<file path="config.mk">
export PLATFORM = sky130hd
export DESIGN_NAME = vend_controller_flat
export DESIGN_NICKNAME = d
export VERILOG_FILES = /design/src/rtl/vend_pkg.sv /design/src/rtl/vend_if.sv /design/src/rtl/change_dispenser.sv /design/src/rtl/vend_controller.sv /design/src/flat_wrapper.sv
export SDC_FILE = /design/constraint.sdc
export NUM_CORES = 1
export LEC_CHECK = 0
export ABC_AREA = 1
export BUFFER_PORTS_ARGS = -buffer_cell sky130_fd_sc_hd__buf_2
export CORE_UTILIZATION = 40
export CTS_BUF_LIST = sky130_fd_sc_hd__clkbuf_8
export DETAILED_ROUTE_END_ITERATION = 10
export PLACE_DENSITY = 0.68
export SLEW_MARGIN = 20
export SYNTH_ARGS = -nofsm -noshare
export SYNTH_HDL_FRONTEND = slang
export SYNTH_HIERARCHICAL = 1
export SYNTH_SLANG_ARGS = --single-unit
</file>
<file path="constraint.sdc">
create_clock -name clk -period 3.52 [get_ports clk]
set_clock_uncertainty 0.05 [all_clocks]
set_input_delay 0.528 -clock clk [delete_from_list [all_inputs] [get_ports clk]]
set_output_delay 0.528 -clock clk [all_outputs]
set_load 0.01 [all_outputs]
</file>
<file path="src/rtl/vend_pkg.sv">
// Shared types and constants for the vending machine sequencing controller.
package vend_pkg;

  typedef enum logic [1:0] {
    IDLE,
    CREDIT,
    VEND,
    CHANGE
  } state_t;

  typedef logic [9:0] credit_t;

  localparam credit_t NICKEL  = 10'd5;
  localparam credit_t DIME    = 10'd10;
  localparam credit_t QUARTER = 10'd25;

endpackage

</file>
<file path="src/rtl/vend_if.sv">
// Coin-slot / selection inputs and dispense / change outputs of the vending controller.
interface vend_if;

  logic                 inQuarter;
  logic                 inDime;
  logic                 inNickel;
  logic [1:0]           inSelect;
  logic                 inSelectValid;
  logic                 inCancel;
  vend_pkg::credit_t    outCredit;
  logic                 outDispense;
  logic [1:0]           outItem;
  logic                 outInsufficient;
  logic                 outCoinReject;
  logic                 outNickelOut;
  logic                 outQuarterOut;
  logic                 outBusy;
  logic                 outResetCount;

  modport master (
    output inQuarter, inDime, inNickel, inSelect, inSelectValid, inCancel,
    input  outCredit, outDispense, outItem, outInsufficient, outCoinReject,
           outNickelOut, outQuarterOut, outBusy, outResetCount
  );

  modport slave (
    input  inQuarter, inDime, inNickel, inSelect, inSelectValid, inCancel,
    output outCredit, outDispense, outItem, outInsufficient, outCoinReject,
           outNickelOut, outQuarterOut, outBusy, outResetCount
  );

endinterface

</file>
<file path="src/rtl/change_dispenser.sv">
// Change pulse pacing: one coin every CHANGE_GAP cycles, first on the start strobe.
// VEND_QUARTER_CHANGE_EN enables quarters before nickels; otherwise nickels only.
module change_dispenser
  import vend_pkg::*;
#(
  parameter int CHANGE_GAP = 4
) (
  input  logic    clk,
  input  logic    reset,
  input  logic    start,
  input  credit_t credit,
  output logic    nickel,
  output logic    quarter,
  output logic    done
);

  localparam int GW = $clog2(CHANGE_GAP);

  logic          active;
  logic [GW-1:0] gap_cnt;
  logic          tick;
  logic          fire;

  assign tick = start || (active && gap_cnt == '0);

`ifdef VEND_QUARTER_CHANGE_EN
  assign quarter = tick && (credit >= QUARTER);
  assign nickel  = tick && (credit < QUARTER) && (credit >= NICKEL);
`else
  assign quarter = 1'b0;
  assign nickel  = tick && (credit >= NICKEL);
`endif

  assign fire = nickel || quarter;
  assign done = active && (credit == '0);

  // NOTE: sequential state uses non-blocking assignments so every register samples pre-edge values.
  always_ff @(posedge clk or posedge reset) begin
    if (reset) begin
      active  <= 1'b0;
      gap_cnt <= '0;
    end else begin
      if (start)
        active <= 1'b1;
      else if (done)
        active <= 1'b0;

      if (fire)
        gap_cnt <= GW'(CHANGE_GAP - 1);
      else if (active && gap_cnt != '0)
        gap_cnt <= gap_cnt - GW'(1);
    end
  end

endmodule

</file>
<file path="src/rtl/vend_controller.sv">
// Vending sequencer: coin credit, price match, dispense, and timed change payout.
// Optional quarter change is selected by VEND_QUARTER_CHANGE_EN (see change_dispenser).
module vend_controller
  import vend_pkg::*;
#(
  parameter int PRICE0     = 75,
  parameter int PRICE1     = 100,
  parameter int PRICE2     = 125,
  parameter int PRICE3     = 150,
  parameter int MAX_CREDIT = 1000,
  parameter int CHANGE_GAP = 4
) (
  input  logic clk,
  input  logic reset,
  vend_if.slave bus
);

  if ((PRICE0 % 5) != 0 || (PRICE1 % 5) != 0 || (PRICE2 % 5) != 0 ||
      (PRICE3 % 5) != 0 || (MAX_CREDIT % 5) != 0) begin : g_bad_multiple
    $error("vend_controller: prices and MAX_CREDIT must be multiples of 5");
  end
  if (MAX_CREDIT > 1023 || PRICE0 > 1023 || PRICE1 > 1023 ||
      PRICE2 > 1023 || PRICE3 > 1023) begin : g_bad_range
    $error("vend_controller: prices and MAX_CREDIT must fit in 10 bits");
  end
  if (CHANGE_GAP < 2) begin : g_bad_gap
    $error("vend_controller: CHANGE_GAP must be at least 2");
  end

  state_t      state, state_n;
  credit_t     credit_q, credit_n;
  logic        dispense_q, dispense_n;
  logic [1:0]  item_q, item_n;
  logic        insuff_q, insuff_n;
  logic        reject_q, reject_n;
  logic        nickel_q, quarter_q;
  logic        busy_q, busy_n;
  logic        rst_cnt_q, rst_cnt_n;

  credit_t     coin_sum;
  logic [10:0] coin_total;
  logic        coin_any;
  logic        coin_fits;
  logic        take_coins;
  credit_t     price;
  logic        start;
  logic        nickel_fire, quarter_fire, change_done;

  assign coin_sum   = (bus.inQuarter ? QUARTER : '0) +
                      (bus.inDime    ? DIME    : '0) +
                      (bus.inNickel  ? NICKEL  : '0);
  assign coin_any   = bus.inQuarter || bus.inDime || bus.inNickel;
  assign coin_total = {1'b0, credit_q} + {1'b0, coin_sum};
  assign coin_fits  = coin_total <= 11'(MAX_CREDIT);

  always_comb begin
    case (bus.inSelect)
      2'd0:    price = credit_t'(PRICE0);
      2'd1:    price = credit_t'(PRICE1);
      2'd2:    price = credit_t'(PRICE2);
      default: price = credit_t'(PRICE3);
    endcase
  end

  // Payout starts on a refund, or after a vend that leaves credit behind.
  assign start = (state == CREDIT && bus.inCancel) ||
                 (state == VEND && credit_q != '0);

  change_dispenser #(
    .CHANGE_GAP(CHANGE_GAP)
  ) u_change (
    .clk    (clk),
    .reset  (reset),
    .start  (start),
    .credit (credit_q),
    .nickel (nickel_fire),
    .quarter(quarter_fire),
    .done   (change_done)
  );

  always_comb begin
    // NOTE: every combinational output gets a default first so no latch is inferred.
    state_n    = state;
    credit_n   = credit_q;
    dispense_n = 1'b0;
    item_n     = 2'd0;
    insuff_n   = 1'b0;
    reject_n   = 1'b0;
    rst_cnt_n  = 1'b0;
    take_coins = 1'b0;

    case (state)
      IDLE: begin
        insuff_n   = bus.inSelectValid;
        take_coins = 1'b1;
      end
      CREDIT: begin
        if (bus.inCancel) begin
          state_n = CHANGE;
        end else if (bus.inSelectValid && credit_q >= price) begin
          state_n    = VEND;
          dispense_n = 1'b1;
          item_n     = bus.inSelect;
          credit_n   = credit_q - price;
        end else begin
          insuff_n   = bus.inSelectValid;
          take_coins = 1'b1;
        end
      end
      VEND: begin
        state_n = (credit_q != '0) ? CHANGE : IDLE;
      end
      CHANGE: begin
        if (change_done) begin
          state_n   = IDLE;
          rst_cnt_n = 1'b1;
        end
      end
      default: state_n = IDLE;
    endcase

    if (coin_any) begin
      if (take_coins && coin_fits) begin
        credit_n = coin_total[9:0];
        state_n  = CREDIT;
      end else begin
        reject_n = 1'b1;
      end
    end

    if (nickel_fire)
      credit_n = credit_n - NICKEL;
    if (quarter_fire)
      credit_n = credit_n - QUARTER;

    busy_n = (state_n == VEND) || (state_n == CHANGE);
  end

  always_ff @(posedge clk or posedge reset) begin
    if (reset) begin
      state      <= IDLE;
      credit_q   <= '0;
      dispense_q <= 1'b0;
      item_q     <= 2'd0;
      insuff_q   <= 1'b0;
      reject_q   <= 1'b0;
      nickel_q   <= 1'b0;
      quarter_q  <= 1'b0;
      busy_q     <= 1'b0;
      rst_cnt_q  <= 1'b0;
    end else begin
      state      <= state_n;
      credit_q   <= credit_n;
      dispense_q <= dispense_n;
      item_q     <= item_n;
      insuff_q   <= insuff_n;
      reject_q   <= reject_n;
      nickel_q   <= nickel_fire;
      quarter_q  <= quarter_fire;
      busy_q     <= busy_n;
      rst_cnt_q  <= rst_cnt_n;
    end
  end

  assign bus.outCredit       = credit_q;
  assign bus.outDispense     = dispense_q;
  assign bus.outItem         = item_q;
  assign bus.outInsufficient = insuff_q;
  assign bus.outCoinReject   = reject_q;
  assign bus.outNickelOut    = nickel_q;
  assign bus.outQuarterOut   = quarter_q;
  assign bus.outBusy         = busy_q;
  assign bus.outResetCount   = rst_cnt_q;

endmodule

</file>
<file path="src/flat_wrapper.sv">
// flat-port wrapper written by rule: the top's interface ports become plain ports
module vend_controller_flat import vend_pkg::*;
#(
  parameter int PRICE0     = 75,
  parameter int PRICE1     = 100,
  parameter int PRICE2     = 125,
  parameter int PRICE3     = 150,
  parameter int MAX_CREDIT = 1000,
  parameter int CHANGE_GAP = 4
)
  (clk, reset, bus_inQuarter, bus_inDime, bus_inNickel, bus_inSelect, bus_inSelectValid, bus_inCancel, bus_outCredit, bus_outDispense, bus_outItem, bus_outInsufficient, bus_outCoinReject, bus_outNickelOut, bus_outQuarterOut, bus_outBusy, bus_outResetCount);
  vend_if bus_i ();
  input  logic clk;
  input  logic reset;
  input wire logic [$bits(bus_i.inQuarter)-1:0] bus_inQuarter;
  input wire logic [$bits(bus_i.inDime)-1:0] bus_inDime;
  input wire logic [$bits(bus_i.inNickel)-1:0] bus_inNickel;
  input wire logic [$bits(bus_i.inSelect)-1:0] bus_inSelect;
  input wire logic [$bits(bus_i.inSelectValid)-1:0] bus_inSelectValid;
  input wire logic [$bits(bus_i.inCancel)-1:0] bus_inCancel;
  output wire logic [$bits(bus_i.outCredit)-1:0] bus_outCredit;
  output wire logic [$bits(bus_i.outDispense)-1:0] bus_outDispense;
  output wire logic [$bits(bus_i.outItem)-1:0] bus_outItem;
  output wire logic [$bits(bus_i.outInsufficient)-1:0] bus_outInsufficient;
  output wire logic [$bits(bus_i.outCoinReject)-1:0] bus_outCoinReject;
  output wire logic [$bits(bus_i.outNickelOut)-1:0] bus_outNickelOut;
  output wire logic [$bits(bus_i.outQuarterOut)-1:0] bus_outQuarterOut;
  output wire logic [$bits(bus_i.outBusy)-1:0] bus_outBusy;
  output wire logic [$bits(bus_i.outResetCount)-1:0] bus_outResetCount;
  assign bus_i.inQuarter = bus_inQuarter;
  assign bus_i.inDime = bus_inDime;
  assign bus_i.inNickel = bus_inNickel;
  assign bus_i.inSelect = bus_inSelect;
  assign bus_i.inSelectValid = bus_inSelectValid;
  assign bus_i.inCancel = bus_inCancel;
  assign bus_outCredit = bus_i.outCredit;
  assign bus_outDispense = bus_i.outDispense;
  assign bus_outItem = bus_i.outItem;
  assign bus_outInsufficient = bus_i.outInsufficient;
  assign bus_outCoinReject = bus_i.outCoinReject;
  assign bus_outNickelOut = bus_i.outNickelOut;
  assign bus_outQuarterOut = bus_i.outQuarterOut;
  assign bus_outBusy = bus_i.outBusy;
  assign bus_outResetCount = bus_i.outResetCount;
  vend_controller #(.PRICE0(PRICE0), .PRICE1(PRICE1), .PRICE2(PRICE2), .PRICE3(PRICE3), .MAX_CREDIT(MAX_CREDIT), .CHANGE_GAP(CHANGE_GAP)) u_core (.clk(clk), .reset(reset), .bus(bus_i));
endmodule
</file>
### Yosys cells after proc, flatten, opt, wreduce, memory -nomap -nowiden

Index checks and enable logic that the tools add are counted.

* bits of input ports: 9
* word-level logic and storage cells: 85
* output and inout port bits: 19
* bits in registers: 23

* mux-type cells: 37
* magnitude comparators: 3
* $add $sub $neg: 6
* reductions and logical operators: 21
* equal/unequal tests: 7

Operators with widths (count)
* 10-bit 2-to-1 mux: 6
* 8-bit case mux with 3 select lines: 1
* 2-bit 2-to-1 mux: 11
* 10-bit adder: 2
* 1-bit 2-to-1 mux: 13
* 10-bit by 10-bit adder with 11-bit output: 1
* 11-bit by 10-bit <= comparator with 1-bit output, second input constant: 1
* 2-bit == test, second input constant: 5
* 10-bit by 3-bit greater-or-equal comparator with 1-bit output, second input constant: 1
* 10-bit by 8-bit greater-or-equal comparator with 1-bit output: 1
* 10-bit logical NOT: 1
* 10-bit nonzero test: 1
* 10-bit by 3-bit subtractor with 10-bit output, second input constant: 1
* 10-bit by 8-bit subtractor with 10-bit output: 1
* 1-bit logical AND: 8
* 2-bit logical NOT: 3
* 2-bit case mux with 3 select lines: 1
* 2-bit nonzero test: 3
* 1-bit logical OR: 5
* 5-bit 2-to-1 mux: 1
* 2-bit by 1-bit == test with 1-bit output, second input constant: 2
* 4-bit 2-to-1 mux: 1
* 1-bit case mux with 2 select lines: 2
* 3-bit 2-to-1 mux: 1
* 2-bit by 1-bit subtractor with 2-bit output, second input constant: 1

### Depth between registers and ports, before layout

* depth in word-level cells: 12
* mapped depth: 33
* depth with buffers taken out: 33

### Modules after synthesis

Netlist, hierarchy kept.

By module, submodules not included
* vend_controller: times used 1, cells each 371, area an instance 2499.9 um^2, sequential area each 525.5 um^2
* change_dispenser: times used 1, cells each 39, area an instance 237.7 um^2, sequential area each 75.1 um^2

### Worst setup path before layout

Ideal clock, no wire load.

* path kind: input -> register
* from: input port bus_inSelect[0]
* to: register u_core.credit_q[8] (netlist: u_core/bus.outCredit[8])
* setup slack: -102 ps
* arrival time: 3459 ps
* library setup time: 112 ps
* buffers on the path: 1
* cell stages on the path: 30
* required time: 3358 ps
* cell sequence: inv_1 > ha_1 > o21ai_0 > inv_1 > ha_1 > fa_1 > inv_1 > nand2_1 > nand2_1 > nand3_2 > nand2_2 > o21bai_2 > nand2_2 > a21oi_4 > nand3_2 > buf_6 > nand2_2 > nand2_2 > ha_1 > inv_1 > nand3_1 > nand2_1 > nor2_4 > nand2_1 > o21bai_2 > nand2_1 > inv_1 > nand2_1 > nand2_1 > inv_1

* word-level cells in the longest chain between the ends: 12
* elaborated cells between the ends (all ways): 18
* those cells by class: 2 x add/sub; 1 x order compare; 2 x eq/ne; 10 x mux; 3 x reduce/logical

RTL lines
* start: declaration: line flat_wrapper.sv:18 `input wire logic [$bits(bus_i.inSelect)-1:0] bus_inSelect;`
* 2-bit == test (tied with other cells): line vend_controller.sv:57 `case (bus.inSelect)`
* 8-bit case mux with 3 select lines *: line vend_controller.sv:57
* 10-bit by 8-bit greater-or-equal comparator with 1-bit output: line vend_controller.sv:100 `end else if (bus.inSelectValid && credit_q >= price) begin`
* 1-bit logical AND: line vend_controller.sv:100
* 1-bit 2-to-1 mux: line vend_controller.sv:100
* 1-bit 2-to-1 mux: line vend_controller.sv:98 `if (bus.inCancel) begin`
* 1-bit case mux with 2 select lines: line vend_controller.sv:92 `case (state)`
* 1-bit logical AND: line vend_controller.sv:123 `if (take_coins && coin_fits) begin`
* 10-bit 2-to-1 mux: line vend_controller.sv:123
* 10-bit 2-to-1 mux *: line vend_controller.sv:122 `if (coin_any) begin`
* 10-bit by 3-bit subtractor with 10-bit output: line vend_controller.sv:132 `credit_n = credit_n - NICKEL;`
* 10-bit 2-to-1 mux *: line vend_controller.sv:131 `if (nickel_fire)`
* named net u_core.credit_n[8]: line vend_controller.sv:31 `credit_t credit_q, credit_n;`
* end signal: assignment: line vend_controller.sv:153 `credit_q <= credit_n;`
* end: declaration: line vend_controller.sv:31

The timed path passes the listed nets; every way through them passes the cells marked *.
A chain may end at the register's enable or synchronous reset.

### Worst setup path in the final report

* from: input port bus_inSelect[1]
* to: register u_core.credit_q[8] (netlist: u_core/bus.outCredit[8])

The elaborated chain is that of the path after synthesis.

==> results.cfg <==
[job]
max-cap-violations = 0

[logic_synthesis]
ys_seq_area_share_pct = 21.9
ys_ff_latch = 24
syn_area_mm2 = 0.00274
syn-num-nets = 446
ys_warn_count = 6
post_synth_inst_count = 410
ys_types = 38
avgSynthCellArea_um2 = 6.68

[floorplan]
std_cell_rows = 29
ios = 28
die_w_um = 84.7
die_area_mm2 = 0.00718
initial_core_util_pct = 42.1
core_mm2 = 0.00649
die_y_um = 84.7

[global_route]
grt_overflow = 0
grt_usage_pct = 21.4
antenna_found_initial = 0
grt_max_degree = 22
grt_pass1_vias = 2848
grt_pass1_wl_um = 12400

[cts]
cts_buffer_depth = 2
clock_latency_ns = 0.27
cts_tree = yes
cts.reportedPaths.clkPinSlew_ns = 0.09
cts.root.buffer_cell = clkbuf_8
cts_htree_levels = 1
cts_sinks = 24
cts_buffers = 3

[cells_and_area]
area_growth_pct = 43.0
seq_area_um2 = 601
multi_input_area_mm2 = 0.00213
layout_commonest_cell = nand2_1
drive_above_1_share_pct = 40.7
final_cell_area_mm2 = 0.00391
diodes = 0
stdcell_count = 590
fillerInstances = 588
nets = 550
mostFrequentLayoutCells = 99 x nand2_1, 74 x buf_4, 57 x inv_1

[routing]
drt_iter0_drc = 159
dr.pass1.iters = 6
drc = 0
viasPerCell = 4.99
post_drt_wl_per_cell_um = 13.2
drtAntennaViolNets = 0
via_count = 2944
wirelength_um = 7780

[run_status]
status = completed

[sta]
post-route-min-period_ns = 3.39
report.final.slew_viol_count = 0
max_freq_ghz = 0.295
report.final.hold_viol_count = 0
finalCritPeriodShare_pct = 96.2
whs_ns = 0.0759
worst_slew_pin_slew_ns = 0.831
setup-violations-final = 0
slew_headroom_pct = 44.6

[worst_setup_path]
startpoint_type = input pin
max_stage_delay_ns = 0.39
worstSetupEndpointType = flop
crit_top_cell = nand2_2
crit_fanout = 4
cp.arrival_ns = 3.52
rr_worst_depth = 27
critPathKind = in2reg
crit_slowest_cell = fa_2
crit_required_ns = 3.65

[placement]
routabilityCongestion = 0.953
place_inst = 572
port-buffer-count = 27
placed_cell_area_mm2 = 0.00346
dpl.hpwl_um = 6070

[worst_hold_path]
hp-class = in2async
## worst max-delay path, delay by kind of cell
family          cells  cell delay, ns
compound gates      3            0.33
buf+inv             9            0.51
simple gates       16            1.31
fa+ha+maj           4            0.84
## layer usage
metal / up-vias / routed length [um] / global-route usage, %
met5: - / 0 / 0
li1: 1487 / - / -
met3: 10 / 374 / 3.74
met4: 0 / 104 / 4.93
met2: 67 / 4040 / 38.3
met1: 1380 / 3260 / 26.8
## worst paths after layout
kind / from / endpoint / slack (ns)
max: bus_inSelect[1] / u_core/bus.outCredit[8] / 0.13
min: reset / u_core/u_change/gap_cnt[0] / 0.08
max reg2reg: u_core/bus.outCredit[0] / u_core/bus.outCredit[8] / 0.14
min reg2reg: u_core/u_change/gap_cnt[1] / u_core/u_change/gap_cnt[1] / 0.45
max in group asynchronous: reset / u_core/bus.outCredit[9] / 2.54
min in group clk: u_core/u_change/gap_cnt[1] / u_core/u_change/gap_cnt[1] / 0.45
## state kept, by name (all words and copies together), names as in the netlist
register / flops
u_core/u_change/active: 1
u_core/bus.outBusy: 1
u_core/bus.outCredit: 10
u_core/state: 2
u_core/bus.outNickelOut: 1
u_core/bus.outQuarterOut: 1
u_core/bus.outResetCount: 1
u_core/bus.outCoinReject: 1
u_core/bus.outDispense: 1
u_core/u_change/gap_cnt: 2
u_core/bus.outItem: 2
u_core/bus.outInsufficient: 1
## cell families (layout without fill, tap and decap cells)
kind of cell,Yosys count,in the layout,share of synthesized area [%]
compound gates,37,37,8.18
xor+xnor,16,16,5.39
fa+ha+maj,27,27,13.4
buf+inv,78,181,11.3
flops,24,24,21.9
other cells,1,1,0.137
simple gates,227,227,39.6
## cell usage after synthesis (all sizes together)
library cell / count / share of area (%)
nand2: 137 / 21
inv: 73 / 10
nor2: 39 / 7.3
nand3: 32 / 7.0
dfrtp: 24 / 22
ha: 23 / 11
o21ai: 18 / 3.3
a21oi: 11 / 2.4
nand4: 11 / 2.5
xor2: 11 / 3.8
xnor2: 5 / 1.6
buf: 4 / 1.1
fa: 4 / 2.9
o211ai: 3 / 0.82
o21bai: 3 / 1.1
or2: 3 / 0.78
nor4: 2 / 0.46
and2: 1 / 0.23
clkbuf: 1 / 0.14
conb: 1 / 0.14
nand3b: 1 / 0.27
nor3: 1 / 0.18
o21a: 1 / 0.27
o31ai: 1 / 0.27
## area by class of cell
| type | count | share of cell area [%] |
|---|---|---|
| clock inverter | 1 | 0.767 |
| timing repair buffer | 104 | 18.9 |
| inverter | 73 | 7.13 |
| multi-input combinational | 308 | 54.3 |
| tap | 77 | 2.46 |
| sequential | 24 | 15.3 |
| clock buffer | 3 | 1.05 |
## metrics by stage
step,setup WS [ns],util [%],TNS [ns]
final,0.133,60.3,0
after global routing,-0.0781,60.3,-0.181
after CTS,0.0120,54.5,0
after detailed placement,-0.386,53.3,-2.13
after global placement,-0.292,53.3,-1.43
after floorplan,-0.0169,-,-0.0169
## timing repair
action	4_1_cts	5_1_grt
hold buffers	0	0
pin swaps	1	36
gates resized for setup	2	71
buffers inserted	0	14
endpoints found under the setup margin	3	7
Power is left out: the tool's default activity adds up to more than one toggle a clock period on the data nets, which glitch-free logic cannot reach.
